==> config.mk <==
export PLATFORM = sky130hd
export DESIGN_NAME = fm_phase_discriminator_flat
export DESIGN_NICKNAME = d
export VERILOG_FILES = /design/src/rtl/fm_phase_discriminator_pkg.sv /design/src/rtl/fm_phase_discriminator_if.sv /design/src/rtl/fm_phase_discriminator_phase_wrap_diff.sv /design/src/rtl/fm_phase_discriminator.sv /design/src/flat_wrapper.sv
export SDC_FILE = /design/constraint.sdc
export NUM_CORES = 1
export LEC_CHECK = 0
export CAP_MARGIN = 20
export CORE_MARGIN = 1
export CORE_UTILIZATION = 50
export CTS_CLUSTER_SIZE = 16
export DETAILED_ROUTE_END_ITERATION = 16
export GPL_TIMING_DRIVEN = 0
export PLACE_DENSITY = 0.71
export SYNTH_ARGS = -nofsm -noshare
export SYNTH_HDL_FRONTEND = slang
export SYNTH_SLANG_ARGS = --single-unit
==> constraint.sdc <==
create_clock -name clk -period 22.1 [get_ports clk]
set_input_delay 4.42 -clock clk [delete_from_list [all_inputs] [get_ports clk]]
set_output_delay 4.42 -clock clk [all_outputs]
set_load 0.02 [all_outputs]
==> src/rtl/fm_phase_discriminator_pkg.sv <==
// Shared types and constants for the FM phase discriminator and related receive-chain blocks.
// Angles are in 1/128 degree units, so +-180 degrees is +-23040.
package fm_phase_discriminator_pkg;

  localparam int ANG_W  = 16;
  localparam int DIFF_W = 17;

  typedef logic signed [ANG_W-1:0]  angle_t;
  typedef logic signed [DIFF_W-1:0] diff_t;

  localparam diff_t ANG_180 = 17'sd23040;
  localparam diff_t ANG_360 = 17'sd46080;

  localparam logic [0:0] ST_PRIME = 1'b0;
  localparam logic [0:0] ST_RUN   = 1'b1;

endpackage

==> src/rtl/fm_phase_discriminator_if.sv <==
// Angle-in / frequency-out bundle between the CORDIC side, the discriminator and bit-sync.
interface fm_phase_discriminator_if #(
  parameter int ACC_W = 21
);
  import fm_phase_discriminator_pkg::*;

  logic                    cordic_done;
  angle_t                  angle_in;
  logic                    clear;
  logic signed [ACC_W-1:0] threshold;
  logic signed [ACC_W-1:0] freq_out;
  logic                    freq_valid;
  logic                    bit_out;
  logic                    primed;

  modport master (
    output cordic_done, angle_in, clear, threshold,
    input  freq_out, freq_valid, bit_out, primed
  );

  modport slave (
    input  cordic_done, angle_in, clear, threshold,
    output freq_out, freq_valid, bit_out, primed
  );

endinterface

==> src/rtl/fm_phase_discriminator_phase_wrap_diff.sv <==
// Wrapped difference of two angles, folded into [-180, +180] degrees.
// Exactly +-180 degrees passes through unchanged.
module phase_wrap_diff
  import fm_phase_discriminator_pkg::*;
(
  input  angle_t angle_in,
  input  angle_t prev_angle,
  output diff_t  diff
);

  diff_t raw;

  // NOTE: every variable assigned here gets a value on every path, so no latch is inferred.
  always_comb begin
    raw = diff_t'(angle_in) - diff_t'(prev_angle);
    if (raw > ANG_180)
      diff = raw - ANG_360;
    else if (raw < -ANG_180)
      diff = raw + ANG_360;
    else
      diff = raw;
  end

endmodule

==> src/rtl/fm_phase_discriminator.sv <==
// Integrate-and-dump FM discriminator: sums DECIM wrapped phase differences between
// consecutive CORDIC angles and slices the sum against a threshold.
module fm_phase_discriminator
  import fm_phase_discriminator_pkg::*;
#(
  parameter int DECIM = 4,
  parameter int ACC_W = 21
) (
  input logic                      clk,
  input logic                      reset,
  fm_phase_discriminator_if.slave  bus
);

  localparam logic [3:0] CNT_LAST = 4'(DECIM - 1);

  logic                    done_d;
  logic [0:0]              state;
  angle_t                  prev_angle;
  logic signed [ACC_W-1:0] acc;
  logic [3:0]              cnt;
  logic signed [ACC_W-1:0] freq_q;
  logic                    valid_q;
  logic                    bit_q;

  diff_t                   diff;
  logic signed [ACC_W-1:0] sum;
  logic                    sample;

  phase_wrap_diff u_wrap (
    .angle_in   (bus.angle_in),
    .prev_angle (prev_angle),
    .diff       (diff)
  );

  assign sample = bus.cordic_done & ~done_d;
  assign sum    = acc + {{(ACC_W-DIFF_W){diff[DIFF_W-1]}}, diff};

  // NOTE: non-blocking assignments so every register samples pre-edge values, independent of statement order.
  always_ff @(posedge clk) begin
    if (reset) begin
      // done_d comes out of reset high so the upstream block's own post-reset done edge is ignored.
      done_d     <= 1'b1;
      state      <= ST_PRIME;
      prev_angle <= '0;
      acc        <= '0;
      cnt        <= '0;
      freq_q     <= '0;
      valid_q    <= 1'b0;
      bit_q      <= 1'b0;
    end else begin
      done_d  <= bus.cordic_done;
      valid_q <= 1'b0;
      if (bus.clear) begin
        state <= ST_PRIME;
        acc   <= '0;
        cnt   <= '0;
      end else if (sample) begin
        prev_angle <= bus.angle_in;
        if (state == ST_PRIME) begin
          state <= ST_RUN;
        end else if (cnt == CNT_LAST) begin
          freq_q  <= sum;
          bit_q   <= (sum > bus.threshold);
          valid_q <= 1'b1;
          acc     <= '0;
          cnt     <= '0;
        end else begin
          acc <= sum;
          cnt <= cnt + 4'd1;
        end
      end
    end
  end

  assign bus.freq_out   = freq_q;
  assign bus.freq_valid = valid_q;
  assign bus.bit_out    = bit_q;
  assign bus.primed     = (state == ST_RUN);

endmodule

==> src/flat_wrapper.sv <==
// flat-port wrapper written by rule: the top's interface ports become plain ports
module fm_phase_discriminator_flat import fm_phase_discriminator_pkg::*;
#(
  parameter int DECIM = 4,
  parameter int ACC_W = 21
)
  (clk, reset, bus_cordic_done, bus_angle_in, bus_clear, bus_threshold, bus_freq_out, bus_freq_valid, bus_bit_out, bus_primed);
  fm_phase_discriminator_if #(.ACC_W(ACC_W)) bus_i ();
  input logic clk;
  input logic reset;
  input wire logic [$bits(bus_i.cordic_done)-1:0] bus_cordic_done;
  input wire logic [$bits(bus_i.angle_in)-1:0] bus_angle_in;
  input wire logic [$bits(bus_i.clear)-1:0] bus_clear;
  input wire logic [$bits(bus_i.threshold)-1:0] bus_threshold;
  output wire logic [$bits(bus_i.freq_out)-1:0] bus_freq_out;
  output wire logic [$bits(bus_i.freq_valid)-1:0] bus_freq_valid;
  output wire logic [$bits(bus_i.bit_out)-1:0] bus_bit_out;
  output wire logic [$bits(bus_i.primed)-1:0] bus_primed;
  assign bus_i.cordic_done = bus_cordic_done;
  assign bus_i.angle_in = bus_angle_in;
  assign bus_i.clear = bus_clear;
  assign bus_i.threshold = bus_threshold;
  assign bus_freq_out = bus_i.freq_out;
  assign bus_freq_valid = bus_i.freq_valid;
  assign bus_bit_out = bus_i.bit_out;
  assign bus_primed = bus_i.primed;
  fm_phase_discriminator #(.DECIM(DECIM), .ACC_W(ACC_W)) u_core (.clk(clk), .reset(reset), .bus(bus_i));
endmodule
==> results by group <==
Outcome
  • Status: completed

Power and ir drop
  • P per Cell Area: 58.3 nW/um^2
  • Leak pwr: 2.53 nW
  • Power Total: 0.361 mW
  • Peak supply drop: 0.0260 mV

Clock network
  • # resized after CTS: 0
  • Post-CTS Setup Inserts: 0
  • Hold_buf cts: 0
  • CTS root buffer: clkbuf_8
  • CTS buffer count: 9
  • Sink Count: 66
  • CTS max path bufs: 2
  • Clock tree from TritonCTS: done
  • CTS clk-pin slew, worst paths: 0.09 ns
  • Clock latency on the worst-skew pair: 0.36 ns
  • Number of H-tree levels: 3

Timing
  • Skew final: 0.0140 ns
  • Tmin final: 11.16 ns
  • Worst hold slack: 0.459 ns
  • Fin. Hold Viols: 0
  • Setup TNS: 0 ns
  • Crit share post-route: 0.505
  • Setup violators final: 0
  • Max-slew violations: 0
  • RSZ-0062 raised after global routing: no
  • Rel. slew slack: 0.495
  • Tightest Pin Transition: 0.747 ns
  • Upper clock frequency limit: 0.0896 GHz

Worst setup path
  • Cells on worst reg2reg path: 32
  • Critical Path End: u_core.bus.bit_out
  • FF-to-FF Start: u_core.prev_angle[0]
  • CP peak stage delay: 0.48 ns
  • CP Launch Point: bus_angle_in[0]
  • CP max-delay cell: clkdlybuf4s50_1
  • R2r endpoint: u_core.bus.bit_out
  • Critical Path Sink Type: flip-flop
  • Critical Path Source Type: primary input
  • WP data arrival: 11.43 ns
  • Critical path peak fanout: 7
  • Levels on crit path: 34
  • Critical path class: in2reg
  • Worst R2R Setup Slack: 15.22 ns
  • CP bufs+invs: 3
  • CP Data Required Time: 22.36 ns
  • Top delay family on crit path: compound AO/OA/AOI/OAI gates
  • Most used cell, CP: a21oi_1

Floorplan
  • Starting Density: 0.523
  • Core Area: 9910 sq um
  • Num rows: 36
  • I/O Pins: 65
  • Die height: 104 um
  • Die area: 10800 sq um
  • Die Wd: 104 um

Synth
  • Largest area contributor in the netlist: dfxtp_1
  • Syn Area/Cell: 7.73 sq um
  • Mapped Nets: 772
  • Number of synthesized flops with an enable pin: 0
  • Synth top area share: 0.255
  • Top cells by count, synth: 92 x nand2_1, 72 x a21oi_1, 66 x dfxtp_1, 59 x ha_1, 59 x inv_1
  • Syn Std Cell Area: 5180 sq um
  • Top FF cell, synth: dfxtp_1
  • Post-Syn Instances: 670
  • Flops & latches, synth: 66
  • Seq/Total Area, Yosys: 0.255
  • Dominant cells by area after synthesis: dfxtp_1 26%, ha_1 14%, a21oi_1 7.0%
  • Most frequent cell after synthesis: nand2_1
  • Ys async rst share: 0
  • Distinct cells, synth: 75
  • Synth warn: 0

GRT
  • Initial antenna violation count: 0
  • Overflow after GRT: 0
  • All-layer global routing usage: 0.253
  • First-pass GRT wire length: 22200 um
  • Vias in the first global route: 4732
  • Largest net degree at the start of global routing: 14

Hold path
  • Hold Path Class: reg2reg

Layout
  • Final nets: 847
  • Inserted Diodes: 0
  • Layout Utilization: 0.625
  • Ratio of cells with drive above 1 in the final layout: 0.0653
  • Area delta synth->final: 19.5%

Drt
  • Initial DRC Count: 276
  • Detailed-router iteration count before antenna repair: 5
  • Post-route DRC: 0
  • DRT antenna net count: 0
  • DR WL/cell: 15.1 um
  • Drt total wl: 13300 um
  • Via count: 4985
  • Drt via density: 5.65

Flow run
  • Max cap viols: 0

Placed design
  • HPWL after DPL: 10600 um
  • Port buffer count: 64
  • RePlAce Congestion: 0.873
-- per-layer routing --
layer  global-route usage  vias up  wire (um)
met5                    0        -          0
met4               0.0898        0        213
met3               0.0396       20        731
met2                0.422      138       6290
met1                0.332     2314       6090
li1                     -     2513          -
-- how the worst min path moves through the flow --
| stage | slack, ns | startpoint | depth (start not counted) | to |
|---|---|---|---|---|
| after floorplan | 0.44 | u_core.acc[2] | 2 | u_core.acc[2] |
| after global placement | 0.44 | u_core.prev_angle[10] | 2 | u_core.prev_angle[10] |
| after detailed placement | 0.45 | u_core.prev_angle[3] | 2 | u_core.prev_angle[3] |
| after CTS | 0.46 | u_core.prev_angle[3] | 2 | u_core.prev_angle[3] |
| after global routing | 0.48 | u_core.prev_angle[8] | 2 | u_core.prev_angle[8] |
| final | 0.46 | u_core.prev_angle[3] | 2 | u_core.prev_angle[3] |
-- cell type report --
type	instances	area (sq um)
Clock buffer	9	124
Inverter	60	225
Multi-Input combinational cell	523	3550
Clock inverter	7	77.6
Buffer	21	87.6
Tap cell	133	166
Sequential cell	66	1320
Fill cell	906	3720
Timing Repair Buffer	64	641
-- stage by stage --
| stage | instances | worst slack (ns) | instance area [sq um] |
|---|---|---|---|
| floorplan | 670 | 12.04 | 5180 |
| global placement | 867 | 10.80 | 5990 |
| detailed placement | 867 | 10.60 | 5990 |
| CTS | 883 | 10.98 | 6190 |
| global route | 883 | 10.36 | 6190 |
| finish | 883 | 10.94 | 6190 |
-- sequential cells by signal, summed over array words and instances (netlist names) --
register               flops
u_core.done_d              1
u_core.acc                21
u_core.prev_angle         16
u_core.bus.primed          1
u_core.bus.freq_out       21
u_core.bus.freq_valid      1
u_core.cnt                 4
u_core.bus.bit_out         1
-- cells by family (layout without fill, tap and decap cells) --
family,Yosys count,after routing,share of synthesized area
mux,1,1,0.00193
flops,66,66,0.255
fa+ha+maj,61,61,0.150
xor+xnor,30,30,0.0507
simple gates,241,241,0.222
compound gates,190,190,0.260
buf+inv,81,161,0.0604
-- report_power, final --
group          internal [mW]  total [mW]  switching, mW
Combinational         0.0554       0.134         0.0786
Clock                 0.0528       0.107         0.0537
Sequential             0.120       0.120       0.000423
-- tightest hold or removal path: cells and delay by family (launching register included) --
family	cells	cell delay (ns)
DFF	1	0.31
and+or+nand+nor	1	0.05
AOI/OAI and AO/OA	1	0.05
-- layout by cell type, fill, tap and decap left out, types with 19 or more instances in the layout --
cell and n:
nand2_1 92, a21oi_1 72, dfxtp_1 66, clkdlybuf4s50_1 64, inv_1 59, ha_1 59
nor2_1 56, a21o_1 25, xnor2_1 20, a22oi_1 19
Power figures use the tool's default switching activity.
